**src/rtl/fillmem_dbuf.sv**
```systemverilog
// fillmem_dbuf: packs a stream of adjacency words into DDR lines.
// Double-buffered: one line collects while the previous waits on DDR.
module fillmem_dbuf #(
  parameter int IN_WIDTH   = 32,
  parameter int MEM_WIDTH  = 128,
  parameter int ADDR_BITS  = 25,
  parameter int PROB_BITS  = 4,
  parameter int VERTS_BITS = 10
) (
  input  logic                            i_clk150,
  input  logic                            i_reset,
  input  logic [IN_WIDTH-1:0]             i_indata,
  input  logic                            i_indata_have,
  output logic                            o_indata_want,
  input  logic                            i_go,
  input  logic                            i_abort,
  input  logic                            i_ignore_prob,
  input  logic [PROB_BITS-1:0]            i_prob_no,
  input  logic [VERTS_BITS-1:0]           i_nverts,
  output logic                            o_busy,
  output logic                            o_done,
  output logic [ADDR_BITS-1:0]            o_ddr_waddr,
  output logic [MEM_WIDTH-1:0]            o_ddr_wdata,
  output logic [MEM_WIDTH/IN_WIDTH-1:0]   o_ddr_wbe,
  output logic                            o_ddr_wlast,
  output logic                            o_ddr_wdata_have,
  input  logic                            i_ddr_wdata_accept
);

  localparam int WPL = MEM_WIDTH / IN_WIDTH;
  localparam int CW  = 2 * VERTS_BITS;
  localparam int LW  = (WPL > 1) ? $clog2(WPL) : 1;
  localparam int ZB  = ADDR_BITS - PROB_BITS;

  localparam logic [CW-1:0] C_IW   = CW'(IN_WIDTH);
  localparam logic [CW-1:0] C_WPL  = CW'(WPL);
  localparam logic [LW-1:0] C_LMAX = LW'(WPL - 1);

  typedef enum logic [2:0] {
    S_IDLE,
    S_SETUP,
    S_IGNORE,
    S_FILL,
    S_DONE
  } state_t;

  state_t r_state;
  state_t w_state_nx;

  logic [VERTS_BITS-1:0] r_nverts;
  logic [PROB_BITS-1:0]  r_prob;
  logic                  r_ign;
  logic [CW-1:0]         r_words;
  logic [CW-1:0]         r_lines;
  logic [ADDR_BITS-1:0]  r_base;
  logic [CW-1:0]         r_rcvd;
  logic [CW-1:0]         r_line;
  logic [LW-1:0]         r_lane;
  logic                  r_done;

  logic [MEM_WIDTH-1:0]  r_col;
  logic [WPL-1:0]        r_col_be;
  logic                  r_col_full;

  logic                  r_out_valid;
  logic [MEM_WIDTH-1:0]  r_out_data;
  logic [WPL-1:0]        r_out_be;
  logic [ADDR_BITS-1:0]  r_out_addr;
  logic                  r_out_last;

  logic [CW-1:0]         w_prod;
  logic [CW-1:0]         w_words;
  logic [CW-1:0]         w_lines;
  logic                  w_want;
  logic                  w_in_xfer;
  logic                  w_acc;
  logic                  w_out_free;
  logic                  w_last_word;
  logic                  w_word_done;
  logic                  w_move_new;
  logic                  w_move_held;
  logic                  w_move;
  logic                  w_abort;
  logic [MEM_WIDTH-1:0]  w_col_nx;
  logic [WPL-1:0]        w_be_nx;
  logic [MEM_WIDTH-1:0]  w_mv_data;
  logic [WPL-1:0]        w_mv_be;

  // Word and line counts from the latched vertex count.
  assign w_prod  = {{VERTS_BITS{1'b0}}, r_nverts}
                 * {{VERTS_BITS{1'b0}}, r_nverts};
  assign w_words = (w_prod / C_IW)
                 + CW'((w_prod % C_IW) != '0);
  assign w_lines = (w_words / C_WPL)
                 + CW'((w_words % C_WPL) != '0);

  assign w_want = (r_state == S_IGNORE)
               || ((r_state == S_FILL)
                   && !r_col_full
                   && (r_rcvd < r_words));

  assign w_in_xfer   = w_want && i_indata_have;
  assign w_acc       = r_out_valid && i_ddr_wdata_accept;
  assign w_out_free  = !r_out_valid || w_acc;
  assign w_last_word = (r_rcvd + CW'(1)) == r_words;
  assign w_abort     = i_abort
                    && (r_state != S_IDLE)
                    && (r_state != S_DONE);

  assign w_word_done = w_in_xfer
                    && (r_state == S_FILL)
                    && ((r_lane == C_LMAX) || w_last_word);
  assign w_move_new  = w_word_done && w_out_free;
  assign w_move_held = r_col_full && w_out_free;
  assign w_move      = w_move_new || w_move_held;

  always_comb begin
    w_col_nx = r_col;
    w_col_nx[int'(r_lane)*IN_WIDTH +: IN_WIDTH] = i_indata;
    w_be_nx  = r_col_be | (WPL'(1) << r_lane);
  end

  // A held line is already complete; otherwise include the arriving word.
  assign w_mv_data = r_col_full ? r_col    : w_col_nx;
  assign w_mv_be   = r_col_full ? r_col_be : w_be_nx;

  always_comb begin
    w_state_nx = r_state;
    unique case (r_state)
      S_IDLE:
        if (i_go) w_state_nx = S_SETUP;
      S_SETUP:
        if (w_words == '0)
          w_state_nx = S_DONE;
        else if (r_ign)
          w_state_nx = S_IGNORE;
        else
          w_state_nx = S_FILL;
      S_IGNORE:
        if (w_in_xfer && w_last_word)
          w_state_nx = S_DONE;
      S_FILL:
        if (w_acc && r_out_last)
          w_state_nx = S_DONE;
      S_DONE:
        w_state_nx = S_IDLE;
      default:
        w_state_nx = S_IDLE;
    endcase
    if (w_abort) w_state_nx = S_IDLE;
  end

  always_ff @(posedge i_clk150 or posedge i_reset) begin
    if (i_reset) begin
      r_state <= S_IDLE;
      r_done  <= 1'b0;
    end else begin
      r_state <= w_state_nx;
      r_done  <= (w_state_nx == S_DONE) || w_abort;
    end
  end

  always_ff @(posedge i_clk150 or posedge i_reset) begin
    if (i_reset) begin
      r_nverts    <= '0;
      r_prob      <= '0;
      r_ign       <= 1'b0;
      r_words     <= '0;
      r_lines     <= '0;
      r_base      <= '0;
      r_rcvd      <= '0;
      r_line      <= '0;
      r_lane      <= '0;
      r_col       <= '0;
      r_col_be    <= '0;
      r_col_full  <= 1'b0;
      r_out_valid <= 1'b0;
      r_out_data  <= '0;
      r_out_be    <= '0;
      r_out_addr  <= '0;
      r_out_last  <= 1'b0;
    end else if (w_abort) begin
      r_words     <= '0;
      r_lines     <= '0;
      r_rcvd      <= '0;
      r_line      <= '0;
      r_lane      <= '0;
      r_col       <= '0;
      r_col_be    <= '0;
      r_col_full  <= 1'b0;
      r_out_valid <= 1'b0;
      r_out_data  <= '0;
      r_out_be    <= '0;
      r_out_addr  <= '0;
      r_out_last  <= 1'b0;
    end else begin
      if (r_state == S_IDLE && i_go) begin
        r_nverts <= i_nverts;
        r_prob   <= i_prob_no;
        r_ign    <= i_ignore_prob;
      end

      if (r_state == S_SETUP) begin
        r_words <= w_words;
        r_lines <= w_lines;
        r_base  <= {r_prob, {ZB{1'b0}}};
        r_rcvd  <= '0;
        r_line  <= '0;
        r_lane  <= '0;
      end

      if (w_in_xfer) r_rcvd <= r_rcvd + CW'(1);

      if (w_word_done) begin
        r_lane <= '0;
        if (w_out_free) begin
          r_col    <= '0;
          r_col_be <= '0;
        end else begin
          r_col      <= w_col_nx;
          r_col_be   <= w_be_nx;
          r_col_full <= 1'b1;
        end
      end else if (w_in_xfer && r_state == S_FILL) begin
        r_col    <= w_col_nx;
        r_col_be <= w_be_nx;
        r_lane   <= r_lane + LW'(1);
      end else if (w_move_held) begin
        r_col      <= '0;
        r_col_be   <= '0;
        r_col_full <= 1'b0;
      end

      if (w_move) begin
        r_out_valid <= 1'b1;
        r_out_data  <= w_mv_data;
        r_out_be    <= w_mv_be;
        r_out_addr  <= r_base + ADDR_BITS'(r_line);
        r_out_last  <= (r_line == r_lines - CW'(1));
        r_line      <= r_line + CW'(1);
      end else if (w_acc) begin
        r_out_valid <= 1'b0;
        r_out_data  <= '0;
        r_out_be    <= '0;
        r_out_addr  <= '0;
        r_out_last  <= 1'b0;
      end
    end
  end

  assign o_indata_want    = w_want;
  assign o_busy           = (r_state != S_IDLE);
  assign o_done           = r_done;
  assign o_ddr_waddr      = r_out_addr;
  assign o_ddr_wdata      = r_out_data;
  assign o_ddr_wbe        = r_out_be;
  assign o_ddr_wlast      = r_out_last;
  assign o_ddr_wdata_have = r_out_valid;

endmodule

```
**config.mk**
```make
export PLATFORM = sky130hd
export DESIGN_NAME = fillmem_dbuf
export DESIGN_NICKNAME = d
export VERILOG_FILES = /design/src/rtl/fillmem_dbuf.sv
export SDC_FILE = /design/constraint.sdc
export NUM_CORES = 1
export LEC_CHECK = 0
export ABC_AREA = 1
export BUFFER_PORTS_ARGS = -buffer_cell sky130_fd_sc_hd__buf_2
export CAP_MARGIN = 20
export CORE_MARGIN = 10
export CORE_UTILIZATION = 60
export CTS_BUF_LIST = sky130_fd_sc_hd__clkbuf_4
export DETAILED_ROUTE_END_ITERATION = 10
export MAX_ROUTING_LAYER = met4
export PLACE_DENSITY = 0.8
export SYNTH_ARGS = -nofsm -noshare
export SYNTH_HDL_FRONTEND = slang
export SYNTH_SLANG_ARGS = --single-unit
```
**constraint.sdc**
```tcl
create_clock -name i_clk150 -period 20.8 [get_ports i_clk150]
set_clock_uncertainty 0.2 [all_clocks]
set_input_delay 4.16 -clock i_clk150 [delete_from_list [all_inputs] [get_ports i_clk150]]
set_output_delay 4.16 -clock i_clk150 [all_outputs]
set_load 0.03 [all_outputs]
```
Word-level counts from Yosys, hierarchy flattened --
Cells that the tools add are included.
Storage, ports and cells: bits in latches 0, bits of input ports 53, bits in writable memories 0, flip-flop bits (word level) 397, ROM bits 0, output and inout bits 162, memories 0
Operators by class: equality and inequality tests 10, shifts and indexed selects 3, add/subtract/negate cells 8, multiply operators 1, bitwise logic cells 2, $lt $le $gt $ge 1, reductions and logical operators 35, mux-type cells 52, divide/modulo/power cells 0
Operator list (count):
- $mux W128 | 9
- $mux W20 | 9
- $bwmux W128 | 1
- $shift A32 B33 Y128 const A | 1
- $shiftx A32 B33 Y128 | 1
- $mux W25 | 3
- $add A20 B1 Y20 const B | 2
- $eq A20 B20 Y1 | 2
- $reduce_bool A20 Y1 | 2
- $mux W4 | 9
- $neg A7 Y33 | 1
- $add A25 B20 Y25 | 1
- $logic_not A20 Y1 | 1
- $lt A20 B20 Y1 | 1
- $mul A10 B10 Y20 | 1
- $sub A20 B1 Y20 const B | 1
- $add A15 B1 Y16 | 1
- $add A14 B1 Y15 | 1
- $mux W3 | 5
- $reduce_bool A3 Y1 | 5
- $logic_and A1 B1 Y1 | 13
- $pmux W3 S4 | 1
- $mux W1 | 11
- $mux W2 | 4
- 17 further kinds | 26

Depth between registers and ports, before layout --
Gate-level depths: netlist of the first run.
depth after elaboration 11, depth in mapped cells 34, mapped depth without buffers 33

Least setup slack after synthesis of the first run --
OpenSTA, ideal clock, no wires.
path type input to register, start input i_abort, end register r_col[64], arrival time 5600 ps, data required time 20467 ps, stages on the path 9, setup time 133 ps, setup slack 14868 ps, cell sequence inv_1 -> nor2_1 -> inv_2 -> nand2_1 -> inv_1 -> nand2_1 -> clkbuf_1 -> clkbuf_1 -> o22ai_1
Between the ends: cells in the longest elaborated chain, start to end 3
RTL lines:
- from (decl) | RTL line 16 | input logic i_abort,
- $logic_and A1 B1 Y1 (*) | RTL line 107 | && (r_state != S_IDLE)
- $logic_and A1 B1 Y1 (*) | RTL line 108 | && (r_state != S_DONE);
- $reduce_bool A4 Y1 (no line) or $mux W128 (tied branches)
- to (signal assigned) | RTL line 220 | r_col <= w_col_nx;
- to (signal assigned) | RTL line 225 | r_col <= w_col_nx;
- to (decl) | RTL line 61 | logic [MEM_WIDTH-1:0] r_col;
Mark *: on every way between the ends. The rest lies on a longest branch, timed or not. A chain may end at the register's enable or synchronous reset.

Final worst setup path of the first run --
start input i_indata_have, end register r_out_data[97] (netlist: o_ddr_wdata[97])
Between the ends: cells in the longest elaborated chain, start to end 7
RTL lines:
- from (decl) | RTL line 13 | input logic i_indata_have,
- $logic_and A1 B1 Y1 (*) | RTL line 102 | assign w_in_xfer = w_want && i_indata_have;
- $logic_and A1 B1 Y1 (*) | RTL line 111 | && (r_state == S_FILL)
- $logic_and A1 B1 Y1 (*) | RTL line 112 | && ((r_lane == C_LMAX) || w_last_word);
- $logic_and A1 B1 Y1 (*) | RTL line 113 | assign w_move_new = w_word_done && w_out_free;
- $logic_or A1 B1 Y1 (*) | RTL line 115 | assign w_move = w_move_new || w_move_held;
- $mux W128 | RTL line 234 | if (w_move) begin
- $mux W128 | RTL line 182 | end else if (w_abort) begin
- to (signal assigned) | RTL line 236 | r_out_data <= w_mv_data;
- to (decl) | RTL line 66 | logic [MEM_WIDTH-1:0] r_out_data;
Marks and branches as above.

==> impl_metrics.ini, run 1 <==
[logic_synthesis]
synth_cell_types = 49
synth-edff-count = 0
syn_area_um2 = 23950
synth_commonest_cells = 872 x nand2_1, 413 x inv_1, 387 x dfrtp_1
syn_nets = 3378
synth.avg_cell_area_um2 = 7.486
syn_inst = 3199
synth_seq_cells = 387
synth_area_leader_cell = dfrtp_1
ys_warn_count = 0
ys.flop_type = dfrtp_1
synth_area_leaders = dfrtp_1 40%, nand2_1 14%, nand3_1 7.4%
async_flop_share = 1.000
yosysSeqAreaShare = 0.4044
synth_top_area_frac = 0.4044
yosysMostFrequentCell = nand2_1

[finish]
final_area_um2 = 26300
drive_gt1_frac = 0.1261
final_nets = 3527
syn_to_final_growth_pct = 9.812

[clock_network]
hold_buffers = 0
cts_setup_buffers = 0
cts.clk_slew.worst_paths_ns = 0.06
htree_num_levels = 3
cts_sinks = 387
clkLatencyLatePin_ns = 0.82
cts_resized = 0
clockBufferDepth = 3
cts_buffers = 102
cts_root_buf = clkbuf_4
cts_tree = done

[die]
die_y_um = 219.8
io-pin-count = 215
die_w_um = 219.8
die_area_um2 = 48310
start_util = 0.6042
core_um2 = 39640
rows = 73

[worst_setup_path]
endpoint_kind = flop
critPathMaxStageDelay_ns = 0.73
worstSetupStartpointType = primary input
cp.arrival_ns = 7.59
crit_top_cell = nand2_1
cpMaxStageDelayCell = buf_4
path_cells = buf_2 -> nand2_1 -> nor2_2 -> nand3_4 -> buf_4 -> nand2_1 -> inv_4 -> buf_4 -> buf_12 -> nand2_1 -> nand2_1
crit_fanout = 72
crit_family = buffers and inverters
worstPathRequired_ns = 21.34
worst-path-buf-inv = 5
worstSetupPathType = in2reg

[sta]
hold_viol_final = 0
setup_slack_ns = 13.75
max_freq_ghz = 0.1419
holdWs_ns = 0.2742
final_max_slew_viol_count = 0
fin_tns_setup_ns = 0
period_needed_ns = 7.048
timing.final.crit_share = 0.3389
tightest_slew_ns = 1.147
rsz0062_at_grt = no
setup_violations = 0
relSlewSlack = 0.2353

[route]
antenna_left = 0
wl_mm = 68.37
vias = 22750
drt-vias-per-instance = 5.753
wl_per_cell_um = 17.29
drtPass1Iterations = 9
drc = 0
drtIter0Drc = 2648

[global_routing]
grt_pass1_vias = 21920
gr-usage-all-layers = 0.2873
antenna_found_initial = 2
overflow = 0
grt_pass1_wl_mm = 110.7
grt_max_degree = 178

[placement]
dp_slack_ns = 12.88
numPortBuffers = 213
post_dp_cell_area_um2 = 24960
gp_congestion = 0.9179
dp.final_hpwl_mm = 46.70

[run_status]
outcome = finished clean

[flow_run]
maxCapViolations = 0

[hold_path]
hp-class = reg2reg
## placed cells by master, fill, tap and decap left out, drive strengths merged, types with 2 or more instances in the layout
master,instances
nand2,874
inv,424
dfrtp,387
nand3,355
o21ai,252
buf,242
nor2,181
o22ai,156
clkbuf,135
ha,79
clkinv,48
nand4,47
fa,47
xor2,43
a31oi,34
a21oi,32
nor3,24
xnor2,16
nand3b,11
mux2,9
o211ai,7
or2,5
o21bai,3
and2,3
o221ai,3
diode,2
nor4,2
## stage by stage
step / cells / utilization
after detailed placement: 3764 / 0.6297
after floorplan: 3199 / -
after global routing: 3954 / 0.6634
after CTS: 3947 / 0.6604
final: 3954 / 0.6634
after global placement: 3762 / 0.6283
## kinds of logic after synthesis
logic type | share of synthesized area
adder cells (fa/ha/maj) | 0.08056
AO/OA/AOI/OAI | 0.1153
XOR/XNOR | 0.02189
AND/OR/NAND/NOR | 0.2663
other | 0.0001566
buffers and inverters | 0.1072
multiplexers | 0.004232
flip-flops | 0.4044
## worst reg2reg max path, delay by kind of cell (launching register included)
kind | cells | cell delay, ns
simple gates | 15 | 2.11
buf+inv | 6 | 0.37
compound gates | 1 | 0.07
fa+ha+maj | 6 | 3.02
flops | 1 | 0.60
## area by class of cell
type / count / area, µm²
fillers: 3482 / 13340
multi-input cells: 2191 / 11730
flip-flops and latches: 387 / 9686
inverters: 424 / 1609
repair buffers: 242 / 1401
clock buffers: 135 / 1013
well taps: 525 / 656.9
clock inverters: 48 / 202.7
diodes: 2 / 5.005
## worst paths after layout
kind / from / endpoint / slack (ns) / cells past startpoint
max: i_indata_have / o_ddr_wdata[97] / 13.75 / 11
min: o_ddr_waddr[19] / o_ddr_waddr[19] / 0.27 / 2
max reg2reg: r_nverts[9] / r_state[0] / 14.29 / 28
min reg2reg: o_ddr_waddr[19] / o_ddr_waddr[19] / 0.27 / 2
max in group asynchronous: i_reset / r_col[44] / 14.72 / 4
min in group asynchronous: i_reset / r_rcvd[19] / 3.35 / 2
## metal layers
metal / GRT usage / vias to the layer above / routed length (µm)
met5: - / - / 0
met4: 0.1178 / 0 / 2394
met3: 0.05019 / 156 / 6111
met2: 0.4241 / 1070 / 31000
met1: 0.3873 / 10770 / 28860
li1: - / 10750 / -
## state kept, by name, summed over array words and instances (netlist names)
signal / count
o_done: 1
r_col_full: 1
r_lane: 2
r_col_be: 4
r_lines: 15
r_nverts: 10
r_ign: 1
o_ddr_wdata_have: 1
r_rcvd: 20
o_ddr_waddr: 24
r_base: 4
o_ddr_wbe: 4
o_ddr_wdata: 128
r_state: 3
r_prob: 4
r_words: 16
r_line: 20
o_ddr_wlast: 1
r_col: 128
Power of run 1 is left out: the tool's default activity adds up to more than one toggle a clock period on the data nets, which glitch-free logic cannot reach.
==> run 2, diff against run 1 <==
CORE_UTILIZATION = 56   (was 60)
PLACE_DENSITY = 0.79   (was 0.8)
clock period = 5.8 ns   (was 20.8 ns; I/O delays follow)
==> run 2 against run 1 <==
  * Sequential share of layout area is 1.3 points lower
  * Via count is 0.86% higher
  * Die area is 6.5% higher
  * Final cell count is 1.4% higher
  * Count of clock-buffer cells in the layout is 29 higher
  * Worst setup slack worse by 14 ns
==> impl_metrics.ini, run 2 (synthesized netlist as in run 1, its figures left out) <==
[die]
die_area_um2 = 51440
rows = 75
core_um2 = 42130
start_util = 0.5684
die_y_um = 226.8
io-pin-count = 215
die_w_um = 226.8

[global_routing]
gr-usage-all-layers = 0.2728
grt_max_degree = 178
antenna_found_initial = 1
overflow = 0
busiest_layer = met2
grt_pass1_vias = 21780
use_met3 = 0.05866
grtUsageMet2 = 0.3964
met1_usage = 0.3696
grt_pass1_wl_mm = 111.5

[finish]
layout_common_cells = 817 x nand2_1, 401 x inv_1, 380 x dfrtp_1
final_cells = 4011
drive_gt1_frac = 0.1804
nFillCells = 3611
syn_to_final_growth_pct = 14.01
final_nets = 3576
multiInputGateArea_um2 = 12240
regArea_um2 = 9693
final_util = 0.6480
layout_commonest_cell = nand2_1

[worst_setup_path]
critPathMaxStageDelay_ns = 0.53
worstSetupPathType = reg2reg
cp.arrival_ns = 6.11
worstPathRequired_ns = 6.31
crit_fanout = 6
cpMaxStageDelayCell = fa_1
worstSetupStartpointType = flop
r2r-end = r_state[0]
r2r-start = r_nverts[3]
rrSetupSlack_ns = 0.20
endpoint_kind = flop
worstRegToRegCells = 30

[placement]
gp_congestion = 0.9056
dp.final_hpwl_mm = 47.87
dp_cells = 3803
numPortBuffers = 213

[sta]
relSlewSlack = 0.2447
period_needed_ns = 5.597
setup_violations = 0
tightest_slew_ns = 1.133
rsz0062_at_grt = yes
final_max_slew_viol_count = 0
fin_tns_setup_ns = 0
max_freq_ghz = 0.1787
timing.final.crit_share = 0.9650
hold_viol_final = 0

[route]
drt-vias-per-instance = 5.721
drc = 0
wl_mm = 70.54
wl_per_cell_um = 17.59
drtIter0Drc = 2664
vias = 22950
drtPass1Iterations = 6
antenna_left = 0

[clock_network]
cts.clk_slew.worst_paths_ns = 0.07
cts_root_buf = clkbuf_4
clockBufferDepth = 3
cts_buffers = 103
hold_buffers = 0
cts_tree = done
htree_num_levels = 3
cts_sinks = 387
clkLatencyLatePin_ns = 0.88

[hold_path]
hp-class = in2async

[flow_run]
maxCapViolations = 0

[run_status]
outcome = finished clean
[run 2: changes by cell type in the layout (fill, tap and decap cells not counted), sizes merged]
cell	delta
buf	+48
clkbuf	+29
clkinv	-36
clkinvlp	+3
diode	-1
[run 2: per-stage QoR]
step	setup slack [ns]	hold WS [ns]	instance area (µm²)
CTS	-0.01208	0.1259	26490
global route	-0.07767	0.1917	27300
global placement	-0.02030	0.2519	25160
finish	0.2027	0.1751	27300
floorplan	-0.7639	0.2427	23950
detailed placement	-0.1273	0.2599	25160
[run 2: area by class of cell]
cell class / instances / area share
diodes: 1 / 0.00009165
clock buffers: 164 / 0.04509
clock inverters: 15 / 0.002612
inverters: 424 / 0.05888
multi-input cells: 2191 / 0.4482
flip-flops and latches: 387 / 0.3550
well taps: 539 / 0.02470
repair buffers: 290 / 0.06544
[run 2: worst max-delay path, delay by kind of cell (launching register included)]
kind	cells	cell delay [ns]
adders and majority gates	6	2.69
and+or+nand+nor	13	1.34
buffers and inverters	9	0.70
DFF	1	0.45
AOI/OAI and AO/OA	2	0.12
[run 2: metal layers]
| metal | vias up | share of wire |
|---|---|---|
| met3 | 142 | 0.093 |
| met1 | 10970 | 0.43 |
| met4 | 0 | 0.025 |
| met2 | 1010 | 0.45 |
| li1 | 10820 | - |
| met5 | - | 0 |
[run 2: how the worst max path moves through the flow]
stage               depth (start not counted)   startpoint  slack, ns             end
floorplan                                   1      i_reset      -0.76  o_ddr_waddr[0]
global placement                           30  r_nverts[2]      -0.02     r_lines[12]
detailed placement                         30  r_nverts[2]      -0.13     r_lines[12]
CTS                                        30  r_nverts[2]      -0.01     r_lines[12]
global route                               30  r_nverts[3]      -0.08     r_lines[12]
finish                                     30  r_nverts[3]       0.20      r_state[0]
[run 2: repair_timing]
action / 4_1_cts / 5_1_grt
buffers inserted: 0 / 24
gates resized for setup: 9 / 143
pin swaps: 0 / 55
setup endpoints to repair: 11 / 22
Power of run 2 is left out for the same reason.
